File: src/rtl/pipe_stage_reg.sv
// Elastic pipeline stage register: payload + control with valid/ready, flush and optional 2-entry skid.
// Latency 1 cycle; SKID=1 gives a registered o_ready at full throughput, SKID=0 gives a combinational o_ready.
module pipe_stage_reg #(
    parameter int DATA_WIDTH = 64,
    parameter int CTRL_WIDTH = 8,
    parameter bit SKID       = 1'b1
) (
    input  logic                  clk,
    input  logic                  rst,
    input  logic                  i_valid,
    output logic                  o_ready,
    input  logic [DATA_WIDTH-1:0] i_data,
    input  logic [CTRL_WIDTH-1:0] i_ctrl,
    input  logic                  i_flush,
    output logic                  o_valid,
    input  logic                  i_ready,
    output logic [DATA_WIDTH-1:0] o_data,
    output logic [CTRL_WIDTH-1:0] o_ctrl,
    output logic [1:0]            o_count
);

    typedef enum logic [1:0] {
        ST_EMPTY = 2'd0,
        ST_BUSY  = 2'd1,
        ST_FULL  = 2'd2
    } state_t;

    state_t                state_q, state_d;
    logic [DATA_WIDTH-1:0] main_dat_q, main_dat_d;
    logic [CTRL_WIDTH-1:0] main_ctl_q, main_ctl_d;
    logic [DATA_WIDTH-1:0] skid_dat_q, skid_dat_d;
    logic [CTRL_WIDTH-1:0] skid_ctl_q, skid_ctl_d;
    logic                  rdy_q, rdy_d;
    logic                  in_xfer, out_xfer;

    assign o_valid  = (state_q != ST_EMPTY);
    assign o_ready  = SKID ? rdy_q : (!o_valid || i_ready);
    assign o_data   = main_dat_q;
    assign o_ctrl   = o_valid ? main_ctl_q : '0;
    assign o_count  = (state_q == ST_FULL) ? 2'd2 : ((state_q == ST_BUSY) ? 2'd1 : 2'd0);
    assign in_xfer  = i_valid && o_ready;
    assign out_xfer = o_valid && i_ready;

    always_comb begin
        state_d    = state_q;
        main_dat_d = main_dat_q;
        main_ctl_d = main_ctl_q;
        skid_dat_d = skid_dat_q;
        skid_ctl_d = skid_ctl_q;
        if (i_flush) begin
            // Contents are dropped by invalidating them; data registers keep their last value.
            state_d = ST_EMPTY;
        end else begin
            case (state_q)
                ST_EMPTY: begin
                    if (in_xfer) begin
                        main_dat_d = i_data;
                        main_ctl_d = i_ctrl;
                        state_d    = ST_BUSY;
                    end
                end
                ST_BUSY: begin
                    if (in_xfer && (out_xfer || !SKID)) begin
                        main_dat_d = i_data;
                        main_ctl_d = i_ctrl;
                    end else if (in_xfer) begin
                        skid_dat_d = i_data;
                        skid_ctl_d = i_ctrl;
                        state_d    = ST_FULL;
                    end else if (out_xfer) begin
                        state_d = ST_EMPTY;
                    end
                end
                ST_FULL: begin
                    if (out_xfer) begin
                        main_dat_d = skid_dat_q;
                        main_ctl_d = skid_ctl_q;
                        state_d    = ST_BUSY;
                    end
                end
                default: state_d = ST_EMPTY;
            endcase
        end
        rdy_d = (state_d != ST_FULL);
    end

    always_ff @(posedge clk or posedge rst) begin
        if (rst) begin
            state_q    <= ST_EMPTY;
            main_dat_q <= '0;
            main_ctl_q <= '0;
            skid_dat_q <= '0;
            skid_ctl_q <= '0;
            rdy_q      <= 1'b1;
        end else begin
            state_q    <= state_d;
            main_dat_q <= main_dat_d;
            main_ctl_q <= main_ctl_d;
            skid_dat_q <= skid_dat_d;
            skid_ctl_q <= skid_ctl_d;
            rdy_q      <= rdy_d;
        end
    end

endmodule

File: config.mk
export PLATFORM = sky130hd
export DESIGN_NAME = pipe_stage_reg
export DESIGN_NICKNAME = d
export VERILOG_FILES = /design/src/rtl/pipe_stage_reg.sv
export SDC_FILE = /design/constraint.sdc
export NUM_CORES = 1
export LEC_CHECK = 0
export CORE_MARGIN = 2
export CORE_UTILIZATION = 50
export DETAILED_ROUTE_END_ITERATION = 8
export PLACE_DENSITY = 0.79
export SLEW_MARGIN = 15
export SYNTH_ARGS = -nofsm -noshare
export SYNTH_HDL_FRONTEND = slang
export SYNTH_SLANG_ARGS = --single-unit
File: constraint.sdc
create_clock -name clk -period 7.95 [get_ports clk]
set_input_delay 2.385 -clock clk [delete_from_list [all_inputs] [get_ports clk]]
set_output_delay 2.385 -clock clk [all_outputs]
set_load 0.01 [all_outputs]
Yosys cells after proc, flatten, opt, wreduce, memory -nomap -nowiden
Cells that the tools add are included.
{"block": "word_totals", "reg_bits": 147, "inputBits": 77, "word_cells": 40, "output_inout_bits": 76}
{"block": "op_classes", "eq_ne": 6, "reduce_logical": 8, "n_mux": 18, "bitwise_logic": 2}
{"operator": "2-to-1 mux 64 bit", "count": 3}
{"operator": "case mux 64 bit (3 select lines)", "count": 1}
{"operator": "2-to-1 mux 8 bit", "count": 4}
{"operator": "case mux 8 bit (3 select lines)", "count": 1}
{"operator": "2-to-1 mux 2 bit", "count": 7}
{"operator": "!= test 2 bit, second input constant", "count": 3}
{"operator": "case mux 2 bit (3 select lines)", "count": 1}
{"operator": "AND reduction 5 bit", "count": 1}
{"operator": "AND reduction 4 bit", "count": 1}
{"operator": "logical AND 1 bit", "count": 3}
{"operator": "nonzero test 3 bit", "count": 1}
{"operator": "equality test 2 x 1 -> 1 bit, second input constant", "count": 1}
{"operator": "equality test 2 bit, second input constant", "count": 1}
{"operator": "zero test 2 bit", "count": 1}
{"operator": "!= test 2 x 1 -> 1 bit, second input constant", "count": 1}
{"operator": "inverter 1 bit", "count": 2}
{"operator": "nonzero test 2 bit", "count": 1}
{"operator": "2-to-1 mux 1 bit", "count": 1}

Longest topological paths before layout
{"block": "logic_depth", "word_depth": 8, "depth_mapped": 6, "depth_no_buf": 4}

Worst setup path before layout
OpenSTA, ideal clock, no wires.
{"block": "synth_path", "kind": "input-to-reg", "startpoint": "input i_ready", "endpoint": "register skid_dat_q[32]", "stages": 5, "required_time_ns": 7.825, "setup_time_ns": 0.125, "n_path_buf": 2, "t_arrival_ns": 3.572, "path_slack_ns": 4.253, "cell_sequence": "and2b_1 -> or3b_1 -> buf_6 -> buf_6 -> mux2_4"}
{"block": "synth_between", "elab_chain_cells": 4}
{"element": "start: declaration", "line": "16", "rtl": "input logic i_ready,"}
{"element": "logical AND 1 bit", "line": "42", "rtl": "assign out_xfer = o_valid && i_ready;"}
{"element": "logical AND 1 bit", "line": "63", "rtl": "if (in_xfer && (out_xfer || !SKID)) begin"}
{"element": "inverter 1 bit (no source line)"}
{"element": "AND reduction 4 bit (no source line)"}
{"element": "end signal: assignment", "line": "99", "rtl": "skid_dat_q <= skid_dat_d;"}
{"element": "end: declaration", "line": "31", "rtl": "logic [DATA_WIDTH-1:0] skid_dat_q, skid_dat_d;"}
No other way between the ends.
A chain may end at the register's enable or synchronous reset.

Worst setup path after layout
{"block": "layout_path", "startpoint": "input i_ready", "endpoint": "register skid_dat_q[52]"}
The elaborated chain is that of the path after synthesis.

==> impl_metrics.py <==
metrics = {
    "outcome": {
        "status": "completed",
    },
    "flow_run": {
        "max_cap_violations": 0,
    },
    "power": {
        "clock_power_share": 0.360,
        "p_seq_frac": 0.421,
        "comb_power_share": 0.219,
        "cellLeakagePower_nw": 3.97,
        "p_sw_frac": 0.247,
        "peakVddDrop_uv": 128,
        "internal_power_w": 0.00190,
        "p_sw_w": 0.000622,
        "power.density_nw_per_um2": 291,
    },
    "critical_path": {
        "rrSetupSlack_ns": 5.30,
        "critPathRequiredTime_ns": 8.24,
        "crit_path_start_kind": "input pin",
        "crit_start": "i_ready",
        "crit_path_end": "skid_dat_q[52]$_DFFE_PP0P_",
        "crit_path_max_fanout": 38,
        "r2r-end": "skid_dat_q[52]$_DFFE_PP0P_",
        "critPathKind": "input pin to flop",
        "cp_data_arrival_time_ns": 5.04,
        "crit_path_end_kind": "flop",
        "r2r_cells": 4,
        "r2r-start": "state_q[0]$_DFF_PP0_",
    },
    "placement": {
        "gp_congestion": 0.771,
        "portBuffers": 152,
        "place_hpwl_mm": 9.22,
        "placed_area_um2": 7970,
    },
    "cts": {
        "clk_pin_slew_ns": 0.06,
        "cts_tree": "done",
        "numCtsBuffers": 17,
        "clock_path_buffers": 2,
        "root_buffer": "clkbuf_16",
        "clock_latency_ns": 0.41,
        "cts_setup_buffers": 0,
        "cts_resized": 0,
        "hold_buffers": 0,
        "clock_sinks": 147,
        "htreeDepth": 4,
    },
    "timing": {
        "setup_violations": 0,
        "tightest_slew_ns": 0.883,
        "max_freq_ghz": 0.211,
        "maxSlewHeadroom": 0.411,
        "finalHoldViolCount": 0,
        "fin_crit_sh": 0.597,
        "finalClockSkew_ns": 0.00515,
        "slew_violations": 0,
        "min_period_ns": 4.74,
        "setup_tns_ns": 0,
        "rsz0062_at_grt": "no",
    },
    "route": {
        "drcViolationCount": 0,
        "wl_met2_mm": 7.48,
        "wl_met3_mm": 1.06,
        "num_vias": 4785,
        "wl_met1_mm": 6.74,
        "final_antenna_net_count": 0,
        "top_layer_used": "met4",
        "totalWireLength_mm": 15.6,
        "viasPerCell": 5.36,
        "wl_per_cell_um": 17.5,
        "dr.pass1.iters": 4,
        "drt_iter0_markers": 411,
    },
    "global_routing": {
        "grt_max_degree": 92,
        "grt_pass1_vias": 4989,
        "track_usage": 0.231,
        "antenna_found_initial": 0,
        "grt_pass1_wl_mm": 25.2,
        "grt-ovfl-total": 0,
    },
    "synthesis": {
        "synth.avg_cell_area_um2": 11.2,
        "syn_area_um2": 6420,
        "yosysSeqAreaShare": 0.573,
        "synth_cell_type_count": 22,
        "syn-instance-count": 571,
        "yosysWarnings": 0,
        "yosys_register_bits": 147,
        "syn-num-nets": 648,
    },
    "floorplanning": {
        "fp.dieW_um": 117,
        "core_um2": 12600,
        "start_util": 0.511,
        "rows": 41,
        "dieArea_um2": 13800,
        "die_y_um": 117,
        "io-pin-count": 153,
    },
    "finish": {
        "drive_gt1_frac": 0.158,
        "nets": 786,
        "num_antenna_cells": 0,
        "syn2layout_area_growth_pct": 34.7,
        "final_cell_area_um2": 8650,
    },
    "min_path": {
        "min_from": "skid_dat_q[29]$_DFFE_PP0P_",
        "hold_path_class": "flop to flop",
    },
}
==> area by class of cell <==
type / count / area [µm²]
multi-input combinational: 381 / 2490
timing repair buffer: 158 / 1570
sequential: 147 / 3680
inverter: 4 / 20.0
clock buffer: 21 / 470
clock inverter: 10 / 203
fill: 889 / 3920
tap: 172 / 215
==> worst min path at each step <==
stage | endpoint | slack, ns | cells past startpoint
final | skid_dat_q[29]$_DFFE_PP0P_ | 0.51 | 1
after detailed placement | skid_dat_q[37]$_DFFE_PP0P_ | 0.49 | 1
after global routing | skid_dat_q[54]$_DFFE_PP0P_ | 0.52 | 1
after global placement | skid_dat_q[30]$_DFFE_PP0P_ | 0.49 | 1
after floorplan | skid_dat_q[29]$_DFFE_PP0P_ | 0.48 | 1
after CTS | skid_dat_q[29]$_DFFE_PP0P_ | 0.51 | 1
==> stage by stage <==
| step | power (W) | hold slack (ns) | setup slack [ns] | utilization | instances |
|---|---|---|---|---|---|
| global placement | 0.00158 | 0.490 | 2.85 | 0.634 | 862 |
| floorplan | 0.00135 | 0.479 | 1.62 | - | 571 |
| detailed placement | 0.00161 | 0.491 | 2.81 | 0.634 | 862 |
| finish | 0.00252 | 0.507 | 3.21 | 0.688 | 893 |
| global route | 0.00262 | 0.523 | 3.16 | 0.688 | 893 |
| CTS | 0.00253 | 0.508 | 3.25 | 0.688 | 893 |
==> power groups by stage <==
| stage | logic (W) | registers, W | clock network (W) |
|---|---|---|---|
| floorplan | 0.000288 | 0.00106 | 0 |
| global placement | 0.000528 | 0.00105 | 0 |
| detailed placement | 0.000550 | 0.00106 | 0 |
| CTS | 0.000556 | 0.00106 | 0.000918 |
| global route | 0.000592 | 0.00108 | 0.000950 |
| finish | 0.000552 | 0.00106 | 0.000908 |
==> flip-flops by register name, summed over array words and instances, names as in the netlist <==
signal,cells
o_ready,1
main_ctl_q,8
o_data,64
skid_ctl_q,8
state_q,2
skid_dat_q,64
==> cells in the mapped netlist <==
library cell  instances  share of area
o31ai_2               1         0.0019
nand4bb_1             1         0.0018
inv_1                 4         0.0023
xor2_1                1         0.0014
nand2_1             145          0.085
dfrtp_1             146           0.57
a2bb2oi_1             1         0.0014
mux2_4               69           0.16
buf_8                 6          0.014
and2b_1               1         0.0012
buf_6                 2         0.0035
nand3b_1              1         0.0012
nand2b_1              1        0.00098
mux2_2                3         0.0053
or3b_1                1         0.0014
a31oi_1              72          0.070
dfstp_2               1         0.0041
nor2_1               74          0.043
buf_2                14          0.011
clkbuf_1             17         0.0099
nor2b_1               9         0.0088
o31a_1                1         0.0014
==> cell usage in the layout (no fill, tap or decap), drive strengths merged, types with 3 or more instances in the layout <==
master | netlist | final
bufinv | 0 | 6
clkdlybuf4s50 | 0 | 152
nor2b | 9 | 9
inv | 4 | 4
nor2 | 74 | 74
clkinv | 0 | 3
dfrtp | 146 | 146
nand2 | 145 | 145
buf | 22 | 6
clkbuf | 17 | 21
a31oi | 72 | 72
mux2 | 72 | 72
==> cells by family (layout without fill, tap and decap cells) <==
group,after synthesis,in the layout,share of synthesized area
AO/OA/AOI/OAI,75,75,0.0748
XOR/XNOR,1,1,0.00136
buffers and inverters,43,193,0.0407
AND/OR/NAND/NOR,233,233,0.143
flip-flops,147,147,0.573
multiplexers,72,72,0.167
==> worst max-delay path, stage by stage <==
cell and delay, ns:
clkdlybuf4s50_1 0.52, and2b_1 0.25, or3b_4 0.78, buf_4 0.70, mux2_4 0.36
==> metal layers <==
| metal | global-route usage | vias up |
|---|---|---|
| met4 | 0.100 | 0 |
| met3 | 0.0647 | 29 |
| li1 | - | 2195 |
| met1 | 0.300 | 2362 |
| met2 | 0.365 | 199 |
| met5 | 0 | - |
Power figures use the tool's default switching activity.
